$ cat config.mk
export PLATFORM = sky130hd
export DESIGN_NAME = seq_detect_arbiter
export DESIGN_NICKNAME = d
export VERILOG_FILES = /design/src/rtl/seq_detect_arbiter.sv
export SDC_FILE = /design/constraint.sdc
export NUM_CORES = 1
export LEC_CHECK = 0
export CAP_MARGIN = 20
export CORE_MARGIN = 2
export CORE_UTILIZATION = 25
export DETAILED_ROUTE_END_ITERATION = 10
export GPL_TIMING_DRIVEN = 0
export HOLD_SLACK_MARGIN = 0.06
export PLACE_DENSITY_LB_ADDON = 0.12
export SYNTH_ARGS = -nofsm -noshare
export SYNTH_HDL_FRONTEND = slang
export SYNTH_SLANG_ARGS = --single-unit
export TNS_END_PERCENT = 20
$ cat constraint.sdc
create_clock -name clk -period 2.1 [get_ports clk]
set_input_delay 0.42 -clock clk [delete_from_list [all_inputs] [get_ports clk]]
set_output_delay 0.42 -clock clk [all_outputs]
set_load 0.01 [all_outputs]
$ cat src/rtl/seq_detect_arbiter.sv
// Round-robin time-shared "1011" detector.
// One FSM step per cycle on the granted channel's saved context.
module seq_detect_arbiter #(
  parameter int N_CH = 4,
  parameter int CH_W = $clog2(N_CH)
) (
  input  logic            clk,
  input  logic            reset,
  input  logic [N_CH-1:0] req,
  input  logic [N_CH-1:0] data_in,
  input  logic [N_CH-1:0] ch_clear,
  output logic [N_CH-1:0] grant,
  output logic            det_valid,
  output logic [CH_W-1:0] det_ch,
  output logic            det_hit,
  output logic [1:0]      state_out
);

  localparam logic [1:0] IDLE = 2'd0;
  localparam logic [1:0] S1   = 2'd1;
  localparam logic [1:0] S10  = 2'd2;
  localparam logic [1:0] S101 = 2'd3;

  logic [1:0]      ctx [N_CH];
  logic [CH_W-1:0] last_grant;
  logic [N_CH-1:0] elig;
  logic [CH_W-1:0] gnt_idx;
  logic            gnt_any;
  logic [1:0]      cur;
  logic [1:0]      nxt;
  logic            bit_in;
  logic            hit;
  int              idx;

  assign elig = req & ~ch_clear;

  // Search from the slot after the last grant, wrapping once.
  always_comb begin
    grant   = '0;
    gnt_idx = '0;
    gnt_any = 1'b0;
    idx     = 0;
    if (!reset) begin
      for (int k = 1; k <= N_CH; k++) begin
        idx = int'(last_grant) + k;
        if (idx >= N_CH) idx = idx - N_CH;
        if (!gnt_any && elig[idx]) begin
          gnt_any = 1'b1;
          gnt_idx = CH_W'(idx);
        end
      end
    end
    if (gnt_any) grant[gnt_idx] = 1'b1;
  end

  assign cur    = ctx[gnt_idx];
  assign bit_in = data_in[gnt_idx];

  always_comb begin
    nxt = IDLE;
    hit = 1'b0;
    unique case (cur)
      IDLE: nxt = bit_in ? S1 : IDLE;
      S1:   nxt = bit_in ? S1 : S10;
      S10:  nxt = bit_in ? S101 : IDLE;
      S101: begin
        nxt = bit_in ? S1 : S10;
        hit = bit_in;
      end
      default: nxt = IDLE;
    endcase
  end

  always_ff @(posedge clk) begin
    if (reset) begin
      for (int i = 0; i < N_CH; i++) ctx[i] <= IDLE;
      last_grant <= CH_W'(N_CH - 1);
      det_valid  <= 1'b0;
      det_hit    <= 1'b0;
      det_ch     <= '0;
      state_out  <= IDLE;
    end else begin
      for (int i = 0; i < N_CH; i++)
        if (ch_clear[i]) ctx[i] <= IDLE;
      det_valid <= gnt_any;
      det_hit   <= gnt_any & hit;
      if (gnt_any) begin
        ctx[gnt_idx] <= nxt;
        last_grant   <= gnt_idx;
        det_ch       <= gnt_idx;
        state_out    <= nxt;
      end
    end
  end

endmodule
Yosys cells after proc, flatten, opt, wreduce, memory -nomap -nowiden --
Memories as Yosys holds them, arrays and structs flattened. Cells that the tools add are included.
Word-level totals: register bits 8, memory bits (writable) 8, input bits 14, output and inout bits 10, logic and storage cells 107, memories 1
Operators by class: $add $sub $neg 8, order comparisons 10, eq/ne operators 3, mux-type cells 64, bitwise logic cells 7, reductions and logical operators 9
Memory list:
- ctx | depth 4, bits a word 2, read ports 1, clocked after Yosys merged registers in 0, wr ports 5, RTL line 24 | logic [1:0] ctx [N_CH];
Operator list (number):
- $mux W32 | 8
- $lt A32 B4 Y1 const B | 4
- $mux W1 | 37
- $mux W2 | 11
- $sub A3 B3 Y4 const B | 3
- $bmux W1 S2 | 5
- $ge A3 B3 Y1 const B | 3
- $add A2 B2 Y3 const B | 2
- $pmux W2 S3 | 1
- $sub A4 B3 Y5 const B | 1
- $add A2 B3 Y4 const B | 1
- $and A4 B4 Y4 | 1
- $eq A2 B2 Y1 const B | 2
- $ge A4 B3 Y1 const B | 1
- $logic_and A1 B1 Y1 | 4
- $mux W4 | 1
- $not A4 Y4 | 1
- $or A1 B1 Y1 | 4
- $add A2 B1 Y3 const B | 1
- $logic_not A1 Y1 | 3
- $lt A2 B3 Y1 const B | 1
- $demux W1 S2 | 1
- $eq A2 B1 Y1 const B | 1
- $ge A2 B1 Y1 const B | 1
- other kinds (3) | 3

Logic depth before layout (Yosys ltp) --
word-level depth 26, mapped depth 7, gate-level depth less buffers 7

Least setup slack after synthesis --
No wires, ideal clock.
kind input to register, start in ch_clear[2], end reg state_out[1], setup time 0.088 ns, arrival 2.006 ns, required time 2.012 ns, setup slack 0.006 ns, stages on the path 6, path buffers 0, cells stage by stage nand2b_4 a311o_1 a32oi_2 o211ai_2 a221o_1 a311oi_2
Between the ends: word-level cells in the longest chain between the ends 23, elaborated cells between the ends (all ways) 44, those cells by class 3 x eq/ne; 30 x mux; 2 x bitwise; 8 x reduce/logical; 1 x memory
RTL lines:
- start: declaration | RTL line 11 | input logic [N_CH-1:0] ch_clear,
- $not A4 Y4 (*) | RTL line 35 | assign elig = req & ~ch_clear;
- $and A4 B4 Y4 (*) | RTL line 35
- $bmux W1 S2 | RTL line 47 | if (!gnt_any && elig[idx]) begin
- $mux W1 (implied by the code) (2 in series) | RTL line 47
- $mux W1 | RTL line 47
- $mux W1 | RTL line 43 | if (!reset) begin
- $logic_not A1 Y1 | RTL line 47
- $logic_and A1 B1 Y1 | RTL line 47
- (+6 left out)
- $logic_not A1 Y1 | RTL line 47
- $logic_and A1 B1 Y1 | RTL line 47
- $mux W2 | RTL line 47
- $mux W2 | RTL line 43
- $mem_v2 Z4 W2 or $bmux W1 S2 (tied branches)
- $eq A2 B2 Y1 (tied with other cells) | RTL line 62 | unique case (cur)
- $reduce_or A2 Y1 (no source line) (tied with other cells)
- $pmux W2 S3 | RTL line 62
- end signal: assignment | RTL line 91 | state_out <= nxt;
- end: declaration | RTL line 16 | output logic [1:0] state_out
Every way passes the cells marked *; elsewhere a longest branch is shown, timed or not. The select of a mux whose other input is x is not followed. A chain may end at the register's enable or synchronous reset.

==> results.json <==
{
  "clock.fmax_mhz": 456,
  "place_congestion": 0.746,
  "yosysTopAreaCellShare_pct": 25.0,
  "dp.cells": 167,
  "antenna_found_initial": 0,
  "power.leakage_nw": 0.651,
  "cts_tree": "built",
  "num_vias": 962,
  "final_core_util_pct": 44.4,
  "fp.coreArea_um2": 3690,
  "finalSetupViolCount": 9,
  "stdcell_count": 195,
  "ys_seq_area_share_pct": 41.7,
  "synth_cells": 96,
  "dp_slack_ns": -0.986,
  "hpwl_um": 1960,
  "r2r-start": "last_grant[0]",
  "reg2reg_depth": 7,
  "clock_latency_ns": 0.25,
  "antenna_cells": 0,
  "dieArea_um2": 4360,
  "rsz0062_at_grt": "true",
  "wl_per_cell_um": 15.5,
  "htree_levels": 1,
  "max-vdd-ir-drop_mv": 0.250,
  "finalMaxSlewViolations": 0,
  "clock_sinks": 16,
  "initial_core_util_pct": 26.1,
  "critPathCapture": "ctx[2][1]",
  "synth_area_per_cell_um2": 10.0,
  "cp_slowest_stage_delay_ns": 0.51,
  "ys_types": 41,
  "rr_endpoint": "ctx[2][1]",
  "synth_flop_cell": "edfxtp_1",
  "ant_nets": 0,
  "synth.area.top_cells": "edfxtp_1 25%, dfxtp_1 17%, nand2b_1 3.3%",
  "start_kind": "flop",
  "critical_path.endpoint_type": "flop",
  "grt_usage_pct": 15.6,
  "synthArstFlopShare_pct": 0,
  "grt_pass1_wl_um": 5150,
  "routed_wl_um": 3020,
  "fillers": 366,
  "status": "finished with violations",
  "ys_seq_elements": 16,
  "period_share_pct": 104,
  "slew_headroom_pct": 69.8,
  "final_cell_mix": "18 x buf_4, 11 x clkdlybuf4s50_1, 8 x edfxtp_1, 7 x buf_2",
  "die_w_um": 66.0,
  "numPortBuffers": 23,
  "die_h_um": 66.0,
  "synth_edf_count": 8,
  "placed_area_um2": 1250,
  "worst-setup-path-type": "flop to flop",
  "grt_max_degree": 11,
  "drtPass1Iterations": 4,
  "cp-startpoint": "last_grant[0]",
  "power_density_nw_per_um2": 625,
  "cap_violations": 0,
  "route.detailed.drc": 0,
  "crit_path_max_fanout": 5,
  "final_nets": 162,
  "fin_setup_tns_ns": -0.500,
  "worstPathCellList": "nand4bb_4, a221o_1, buf_6, o21ai_2, nand4_1, a221o_2, a21boi_2",
  "setup_ws_ns": -0.0906,
  "netlist_area_um2": 961,
  "grt_pass1_vias": 1054,
  "drt-vias-per-instance": 4.93,
  "failed_checks": "negative setup slack",
  "yosysWarnings": 0,
  "cts-root-buf": "clkbuf_8",
  "clockBufferDepth": 2,
  "finalCriticalPeriod_ns": 2.19,
  "layout-drive-gt1-share_pct": 48.3,
  "worst_pin_slew_ns": 0.454,
  "synth_top_area_cell": "edfxtp_1",
  "stdcell_area_um2": 1640,
  "num_rows": 22,
  "io_pins": 24,
  "final_common_cell": "buf_4",
  "numCtsBuffers": 3,
  "hold_violations": 0,
  "min_path_type": "flop to flop",
  "cp.arrival_ns": 2.30,
  "worst-r2r-setup-slack_ns": -0.09,
  "syn-num-nets": 110,
  "clk_pin_slew_ns": 0.07,
  "fin_skew_ns": 0.00520,
  "cp.required_ns": 2.21,
  "overflow": 0,
  "drtIter0Drc": 56,
  "crit_slowest_cell": "a221o_2",
  "area_delta_synth_final_pct": 70.3
}
==> report_power, final <==
| part | switching [mW] | internal (mW) |
|---|---|---|
| Clock | 0.112 | 0.166 |
| Combinational | 0.182 | 0.184 |
| Sequential | 0.0171 | 0.360 |
| Total | 0.312 | 0.710 |
==> stage by stage <==
step | power [mW] | hold slack, ns
final | 1.02 | 0.479
after global placement | 0.621 | 0.471
after global routing | 1.08 | 0.499
after floorplan | 0.519 | 0.493
after CTS | 1.02 | 0.484
after detailed placement | 0.622 | 0.465
==> metal layers <==
layer	GRT usage [%]	up-vias	share of wire (%)
li1	-	480	-
met1	19.6	453	42
met2	25.6	25	51
met3	3.92	4	5.4
met4	6.12	0	1.2
met5	0	-	0
==> state kept, by name, summed over array words and instances, names as in the netlist <==
signal      count
last_grant      2
det_hit         1
det_valid       1
det_ch          2
ctx             8
state_out       2
==> logic make-up (layout without fill, tap and decap cells) <==
| logic type | after synthesis | count (layout) | share of synthesized area [%] |
|---|---|---|---|
| AND/OR/NAND/NOR | 46 | 46 | 29.3 |
| buffers and inverters | 7 | 58 | 2.73 |
| flip-flops | 16 | 16 | 41.7 |
| AO/OA/AOI/OAI | 27 | 27 | 26.3 |
==> how the worst min path moves through the flow <==
stage	start	endpoint	slack [ns]	cells after the start
after floorplan	det_ch[1]	det_ch[1]	0.49	2
after global placement	det_ch[1]	det_ch[1]	0.47	2
after detailed placement	det_ch[1]	det_ch[1]	0.47	2
after CTS	det_ch[1]	det_ch[1]	0.48	2
after global routing	det_ch[1]	det_ch[1]	0.50	2
final	det_ch[1]	det_ch[1]	0.48	2
==> critical path: cells and delay by family, from the launching register on <==
family,cells,cell delay (ns)
AO/OA/AOI/OAI,4,1.19
flip-flops,1,0.36
AND/OR/NAND/NOR,2,0.35
buffers and inverters,1,0.15
==> cell type report <==
type	instances	area, um2	area share (%)
Buffer	1	3.75	0.229
Sequential cell	16	408	24.9
Clock buffer	4	55.1	3.36
Multi-Input combinational cell	73	689	42.1
Timing Repair Buffer	47	398	24.3
Tap cell	48	60.1	3.67
Inverter	6	22.5	1.38
==> cells in the mapped netlist (2+ instances only) <==
master and n:
dfxtp_1 8, edfxtp_1 8, nor2_1 8, inv_1 5, nand2_1 5, nand2b_1 5, nand3_1 5, nor3_1 5
a21oi_1 4, or3_1 4, nand4_1 3, a221o_1 2, a221oi_2 2, and2_1 2, nor2b_1 2, o211ai_2 2
o21ai_1 2
==> timing repair <==
item / in CTS / in global routing
gates resized for setup: 76 / 3
setup buffers: 24 / 0
cloned: 0 / 0
pin swaps: 21 / 6
hold buffers: 0 / 0
setup endpoints to repair: 22 / 12
Power figures use the tool's default switching activity.
